===== src/rtl/vga_timing_gen.sv =====
// vga_timing_gen: raster timing for the monitor tester.
// Free-running pixel counters drive registered hsync/vsync, the active-video
// flag, the pixel coordinates and two one-clock strobes. All outputs come
// straight from flops that load on the same edge, so they have no skew
// between them.
// Optional feature: define VGA_CLK_DIV_EN so that a pixel tick happens once
// every CLK_DIV clocks. When it is undefined, every clock is a tick.
module vga_timing_gen #(
    parameter int unsigned H_ACTIVE = 640,
    parameter int unsigned H_FP     = 16,
    parameter int unsigned H_SYNC   = 96,
    parameter int unsigned H_BP     = 48,
    parameter int unsigned V_ACTIVE = 480,
    parameter int unsigned V_FP     = 10,
    parameter int unsigned V_SYNC   = 2,
    parameter int unsigned V_BP     = 33,
    parameter bit          SYNC_POL = 1'b0,
    parameter int unsigned CLK_DIV  = 2
) (
    input  logic       clk,
    input  logic       rst_n,
    output logic       hsync,
    output logic       vsync,
    output logic       canDisplayImage,
    output logic [9:0] x,
    output logic [9:0] y,
    output logic       pix_valid,
    output logic       frame_start
);

    localparam int unsigned H_TOTAL = H_ACTIVE + H_FP + H_SYNC + H_BP;
    localparam int unsigned V_TOTAL = V_ACTIVE + V_FP + V_SYNC + V_BP;

    // 11-bit copies of the region boundaries. A boundary can equal 1024,
    // which does not fit in the 10-bit counters.
    localparam logic [10:0] H_ACT_L = 11'(H_ACTIVE);
    localparam logic [10:0] H_SS_L  = 11'(H_ACTIVE + H_FP);
    localparam logic [10:0] H_SE_L  = 11'(H_ACTIVE + H_FP + H_SYNC);
    localparam logic [10:0] V_ACT_L = 11'(V_ACTIVE);
    localparam logic [10:0] V_SS_L  = 11'(V_ACTIVE + V_FP);
    localparam logic [10:0] V_SE_L  = 11'(V_ACTIVE + V_FP + V_SYNC);
    localparam logic [9:0]  H_LAST  = 10'(H_TOTAL - 1);
    localparam logic [9:0]  V_LAST  = 10'(V_TOTAL - 1);

    // Refuse to build a mode that the 10-bit counters cannot hold.
    generate
        if (H_TOTAL > 1024 || H_TOTAL == 0) begin : g_h_total_bad
            $error("vga_timing_gen: H_TOTAL must be in 1..1024");
        end
        if (V_TOTAL > 1024 || V_TOTAL == 0) begin : g_v_total_bad
            $error("vga_timing_gen: V_TOTAL must be in 1..1024");
        end
        if (CLK_DIV == 0) begin : g_clk_div_bad
            $error("vga_timing_gen: CLK_DIV must be at least 1");
        end
    endgenerate

    logic tick;

`ifdef VGA_CLK_DIV_EN
    localparam int unsigned         DIV_W    = (CLK_DIV > 1) ? $clog2(CLK_DIV) : 1;
    localparam logic [DIV_W-1:0]    DIV_LAST = DIV_W'(CLK_DIV - 1);

    logic [DIV_W-1:0] div_q, div_d;

    assign tick = (div_q == DIV_LAST);

    // Divider: count 0..CLK_DIV-1, then restart on the tick edge.
    always_comb begin
        div_d = div_q + DIV_W'(1);
        if (tick) begin
            div_d = '0;
        end
    end

    // Divider register.
    always_ff @(posedge clk or negedge rst_n) begin
        if (!rst_n) begin
            div_q <= '0;
        end else begin
            div_q <= div_d;
        end
    end
`else
    assign tick = 1'b1;
`endif

    logic [9:0] hn_q, hn_d;
    logic [9:0] vn_q, vn_d;
    logic [9:0] x_q, x_d;
    logic [9:0] y_q, y_d;
    logic       de_q, de_d;
    logic       hs_q, hs_d;
    logic       vs_q, vs_d;
    logic       pv_q, pv_d;
    logic       fs_q, fs_d;

    logic       in_hsync;
    logic       in_vsync;

    assign in_hsync = ({1'b0, hn_q} >= H_SS_L) && ({1'b0, hn_q} < H_SE_L);
    assign in_vsync = ({1'b0, vn_q} >= V_SS_L) && ({1'b0, vn_q} < V_SE_L);

    // On a tick, present the pixel the counters point at, then step the counters.
    always_comb begin
        hn_d = hn_q;
        vn_d = vn_q;
        x_d  = x_q;
        y_d  = y_q;
        de_d = de_q;
        hs_d = hs_q;
        vs_d = vs_q;
        pv_d = tick;
        fs_d = 1'b0;
        if (tick) begin
            x_d  = hn_q;
            y_d  = vn_q;
            de_d = ({1'b0, hn_q} < H_ACT_L) && ({1'b0, vn_q} < V_ACT_L);
            hs_d = in_hsync ? SYNC_POL : ~SYNC_POL;
            vs_d = in_vsync ? SYNC_POL : ~SYNC_POL;
            fs_d = (hn_q == '0) && (vn_q == '0);
            if (hn_q == H_LAST) begin
                hn_d = '0;
                vn_d = (vn_q == V_LAST) ? '0 : vn_q + 10'd1;
            end else begin
                hn_d = hn_q + 10'd1;
            end
        end
    end

    // Counter and output registers. Reset leaves both syncs deasserted.
    always_ff @(posedge clk or negedge rst_n) begin
        if (!rst_n) begin
            hn_q <= '0;
            vn_q <= '0;
            x_q  <= '0;
            y_q  <= '0;
            de_q <= 1'b0;
            hs_q <= ~SYNC_POL;
            vs_q <= ~SYNC_POL;
            pv_q <= 1'b0;
            fs_q <= 1'b0;
        end else begin
            hn_q <= hn_d;
            vn_q <= vn_d;
            x_q  <= x_d;
            y_q  <= y_d;
            de_q <= de_d;
            hs_q <= hs_d;
            vs_q <= vs_d;
            pv_q <= pv_d;
            fs_q <= fs_d;
        end
    end

    assign hsync           = hs_q;
    assign vsync           = vs_q;
    assign canDisplayImage = de_q;
    assign x               = x_q;
    assign y               = y_q;
    assign pix_valid       = pv_q;
    assign frame_start     = fs_q;

endmodule


===== config.mk =====
export PLATFORM = sky130hd
export DESIGN_NAME = vga_timing_gen
export DESIGN_NICKNAME = d
export VERILOG_FILES = /design/src/rtl/vga_timing_gen.sv
export SDC_FILE = /design/constraint.sdc
export NUM_CORES = 1
export LEC_CHECK = 0
export BUFFER_PORTS_ARGS = -buffer_cell sky130_fd_sc_hd__buf_2
export CAP_MARGIN = 25
export CORE_ASPECT_RATIO = 0.7
export CORE_MARGIN = 2
export CORE_UTILIZATION = 33
export CTS_CLUSTER_DIAMETER = 100
export DETAILED_ROUTE_END_ITERATION = 16
export SLEW_MARGIN = 15
export SYNTH_ARGS = -nofsm -noshare
export SYNTH_HDL_FRONTEND = slang
export SYNTH_SLANG_ARGS = --single-unit
export TNS_END_PERCENT = 5

===== constraint.sdc =====
create_clock -name clk -period 5 [get_ports clk]
set_clock_uncertainty 0.15 [all_clocks]
set_input_delay 1 -clock clk [delete_from_list [all_inputs] [get_ports clk]]
set_output_delay 1 -clock clk [all_outputs]
set_load 0.05 [all_outputs]

==> results.toml <==
[clocking]
clock_tree.root_cell = "sky130_fd_sc_hd__clkbuf_8"
clkLatencyLatePin_ps = 290
clock_tree.buffer_depth = 2
post_cts.resized_instances = 0
clock_sink_count = 45
clkTransAtPathRegs_ps = 80
tritoncts = "built"
cts.htree.levels = 2
cts_inserted_buffers = 5
postCtsHoldBufs = 0
cts_post_setup_buffers_inserted = 0

[layout]
fin_nets = 175
antenna_cells = 0
area.growth.synth_to_final_pct = 18.4
layout-drive-gt1-share = 0.225

[grt]
grt.total_usage = 0.117
global_route_wire_length_before_repair_um = 5290
grt.overflow.total = 0
grt_start_max_net_pins = 46
grt_antenna_before_repair = 0
grt_pass1_vias = 1095

[route]
drt_iter0_drc = 88
dr.pass1.iters = 4
antenna_violating_nets_post_route = 0
drc_errors = 0
via_count = 1137
post_drt_wl_per_cell_um = 13.0
vias_per_instance = 4.78
totalWireLength_um = 3100

[sta]
timing.slew.headroom = 0.564
max_freq_mhz = 416
hold_ws_ps = 279
setup_tns_final_ps = 0
finalHoldViolations = 0
period_minus_slack_ps = 2400
setup-violations-final = 0
worst_margin_pin_slew_ps = 651
rsz0062_at_grt = "false"
final_slew_viol_count = 0
fin_crit_sh = 0.480

[run_status]
status = "finished clean"

[die]
ios = 27
chipHeight_um = 64.5
die_x_um = 90.4
coreArea_um2 = 4910
placementRows = 21
effective_utilization_at_floorplan = 0.351
design.die.area_um2 = 5820

[critical_path]
worst-endpoint-required_ps = 5030
crit_end_category = "flop"
cpLargestDelayFamily = "simple AND/OR/NAND/NOR gates"
cp_max_fo = 19
ordered_list_of_cells_on_the_worst_path = "or4b_4 > nor3_4 > nand4_1 > mux2_1"
start_kind = "flop"
setup.worst_path.class = "reg -> reg"
crit_path_top_delay_cell = "sky130_fd_sc_hd__or4b_4"
worstPathArrival_ps = 2430
slowest_delay_ps = 600
critical_path.n_buffers_inverters = 0

[pwr]
vdd_ir_drop_max_v = 0.0000822
powerDensity_nw_per_um2 = 287
clock_power_share = 0.359
p_sw_mw = 0.123
power_switching_share = 0.209
power_report.internal_total_mw = 0.464
comb_power_share = 0.020
p_leak_nw = 1.01
power.sequential.fraction = 0.621

[logic_synthesis]
synth.net_count = 143
synth_cell_types = 31
yosysWarnings = 0
syn_avg_cell_area_um2 = 12.7
postSynthRegisterBits = 45
netlist_area_before_placement_um2 = 1720
syn-instance-count = 136
synth.yosys.seq_area_share = 0.655

[placement]
dpl.hpwl_um = 2140
globalplace.congestion = 0.832
port-buffer-count = 26

[run]
total_of_max_cap_violations = 0

[min_path]
holdCritPathClass = "reg -> reg"
worst reg2reg max path, cell delays in order (launching register included):
cell	delay, ps
sky130_fd_sc_hd__dfrtp_1	460
sky130_fd_sc_hd__or4b_4	600
sky130_fd_sc_hd__nor3_4	530
sky130_fd_sc_hd__nand4_1	200
sky130_fd_sc_hd__mux2_1	350
per-layer routing:
metal  GRT usage  vias to the layer above  wire [um]
met1       0.166                      551       1560
met5           0                        -          0
met4      0.0635                        0         61
met3      0.0337                        8        129
met2       0.161                       38       1350
li1            -                      540          -
power groups by stage:
stage	logic (mW)	clock network [mW]	registers [mW]
3_3_place_gp	0.00910	0	0.371
5_1_grt	0.0133	0.233	0.364
3_5_place_dp	0.00955	0	0.371
6_report	0.0115	0.211	0.364
4_1_cts	0.00950	0.217	0.364
2_1_floorplan	0.0000652	0	0.373
Yosys cell counts:
master,instances,area [um^2]
sky130_fd_sc_hd__o21a_1,2,15.0
sky130_fd_sc_hd__xnor2_1,6,52.6
sky130_fd_sc_hd__nand2b_1,1,6.26
sky130_fd_sc_hd__a21o_1,1,7.51
sky130_fd_sc_hd__nand3_1,11,55.1
sky130_fd_sc_hd__mux2_1,1,11.3
sky130_fd_sc_hd__nor2_1,10,37.5
sky130_fd_sc_hd__a31oi_1,2,12.5
sky130_fd_sc_hd__nor3_4,1,16.3
sky130_fd_sc_hd__a22o_1,3,26.3
sky130_fd_sc_hd__o31ai_1,1,7.51
sky130_fd_sc_hd__and3_1,3,18.8
sky130_fd_sc_hd__or3_1,1,6.26
sky130_fd_sc_hd__inv_1,6,22.5
sky130_fd_sc_hd__ha_1,5,62.6
sky130_fd_sc_hd__dfstp_2,2,52.6
sky130_fd_sc_hd__nand4_1,7,43.8
sky130_fd_sc_hd__nor4_1,5,31.3
sky130_fd_sc_hd__conb_1,1,3.75
sky130_fd_sc_hd__nand2_1,2,7.51
sky130_fd_sc_hd__nor2b_1,5,31.3
sky130_fd_sc_hd__o21ai_0,5,25.0
sky130_fd_sc_hd__nor3_1,2,10.0
sky130_fd_sc_hd__buf_2,1,5.00
sky130_fd_sc_hd__or4b_4,1,13.8
sky130_fd_sc_hd__dfrtp_1,43,1080
sky130_fd_sc_hd__a21bo_1,1,10.0
sky130_fd_sc_hd__nor4b_1,1,8.76
sky130_fd_sc_hd__xor2_1,4,35.0
sky130_fd_sc_hd__clkbuf_1,1,3.75
sky130_fd_sc_hd__o211ai_1,1,7.51
layout by cell type (no fill, tap or decap), types with 2 or more instances in the layout:
cell / instances
sky130_fd_sc_hd__o21a_1: 2
sky130_fd_sc_hd__xor2_1: 4
sky130_fd_sc_hd__dfrtp_1: 43
sky130_fd_sc_hd__buf_2: 26
sky130_fd_sc_hd__ha_1: 5
sky130_fd_sc_hd__nand2_1: 2
sky130_fd_sc_hd__nor4_1: 5
sky130_fd_sc_hd__and3_1: 3
sky130_fd_sc_hd__a22o_1: 3
sky130_fd_sc_hd__xnor2_1: 6
sky130_fd_sc_hd__nor2b_1: 5
sky130_fd_sc_hd__nor3_1: 2
sky130_fd_sc_hd__clkbuf_8: 5
sky130_fd_sc_hd__clkinv_2: 2
sky130_fd_sc_hd__nor2_1: 10
sky130_fd_sc_hd__dfstp_2: 2
sky130_fd_sc_hd__nand4_1: 7
sky130_fd_sc_hd__a31oi_1: 2
sky130_fd_sc_hd__nand3_1: 11
sky130_fd_sc_hd__o21ai_0: 5
sky130_fd_sc_hd__inv_1: 6
stage by stage:
| step | util | cell area (um^2) | setup slack, ps | std cells | power (mW) |
|---|---|---|---|---|---|
| final | 0.415 | 2040 | 2600 | 238 | 0.586 |
| after detailed placement | 0.393 | 1930 | 2640 | 229 | 0.381 |
| after CTS | 0.410 | 2010 | 2620 | 237 | 0.591 |
| after global routing | 0.415 | 2040 | 2480 | 238 | 0.610 |
| after floorplan | - | 1720 | 3040 | 136 | 0.373 |
| after global placement | 0.393 | 1930 | 2700 | 229 | 0.380 |
final timing paths:
| path | cells past startpoint | slack, ps | endpoint | start |
|---|---|---|---|---|
| min in group asynchronous | 1 | 550 | x[7] | rst_n |
| max in group asynchronous | 2 | 3570 | vsync | rst_n |
| setup reg to reg | 4 | 2600 | vn_q[4] | hn_q[5] |
| hold / removal | 0 | 280 | y[0] | vn_q[0] |
| hold reg to reg | 0 | 280 | y[0] | vn_q[0] |
| setup / recovery | 4 | 2600 | vn_q[4] | hn_q[5] |
kinds of logic (layout without fill, tap and decap cells):
logic type	count (synthesis)	after routing	share of synthesized area
simple gates	50	50	0.166
buf+inv	8	41	0.0181
flops	45	45	0.655
other cells	1	1	0.00218
xor+xnor	10	10	0.0508
compound gates	16	16	0.0646
mux	1	1	0.00654
fa+ha+maj	5	5	0.0363
final cells by class:
type / instances / area [um^2]
Clock inverter: 2 / 10.0
Fill cell: 459 / 2870
Multi-Input combinational cell: 83 / 563
Inverter: 6 / 22.5
Clock buffer: 6 / 72.6
Timing Repair Buffer: 27 / 158
Tap cell: 69 / 86.3
Sequential cell: 45 / 1130
flip-flops by register name, indices dropped and copies added, names as in the netlist:
signal and count:
hn_q 10, vn_q 10, x 10, y 10, canDisplayImage 1, frame_start 1
hsync 1, pix_valid 1, vsync 1
Note: power is estimated with default switching activity, not from simulation.
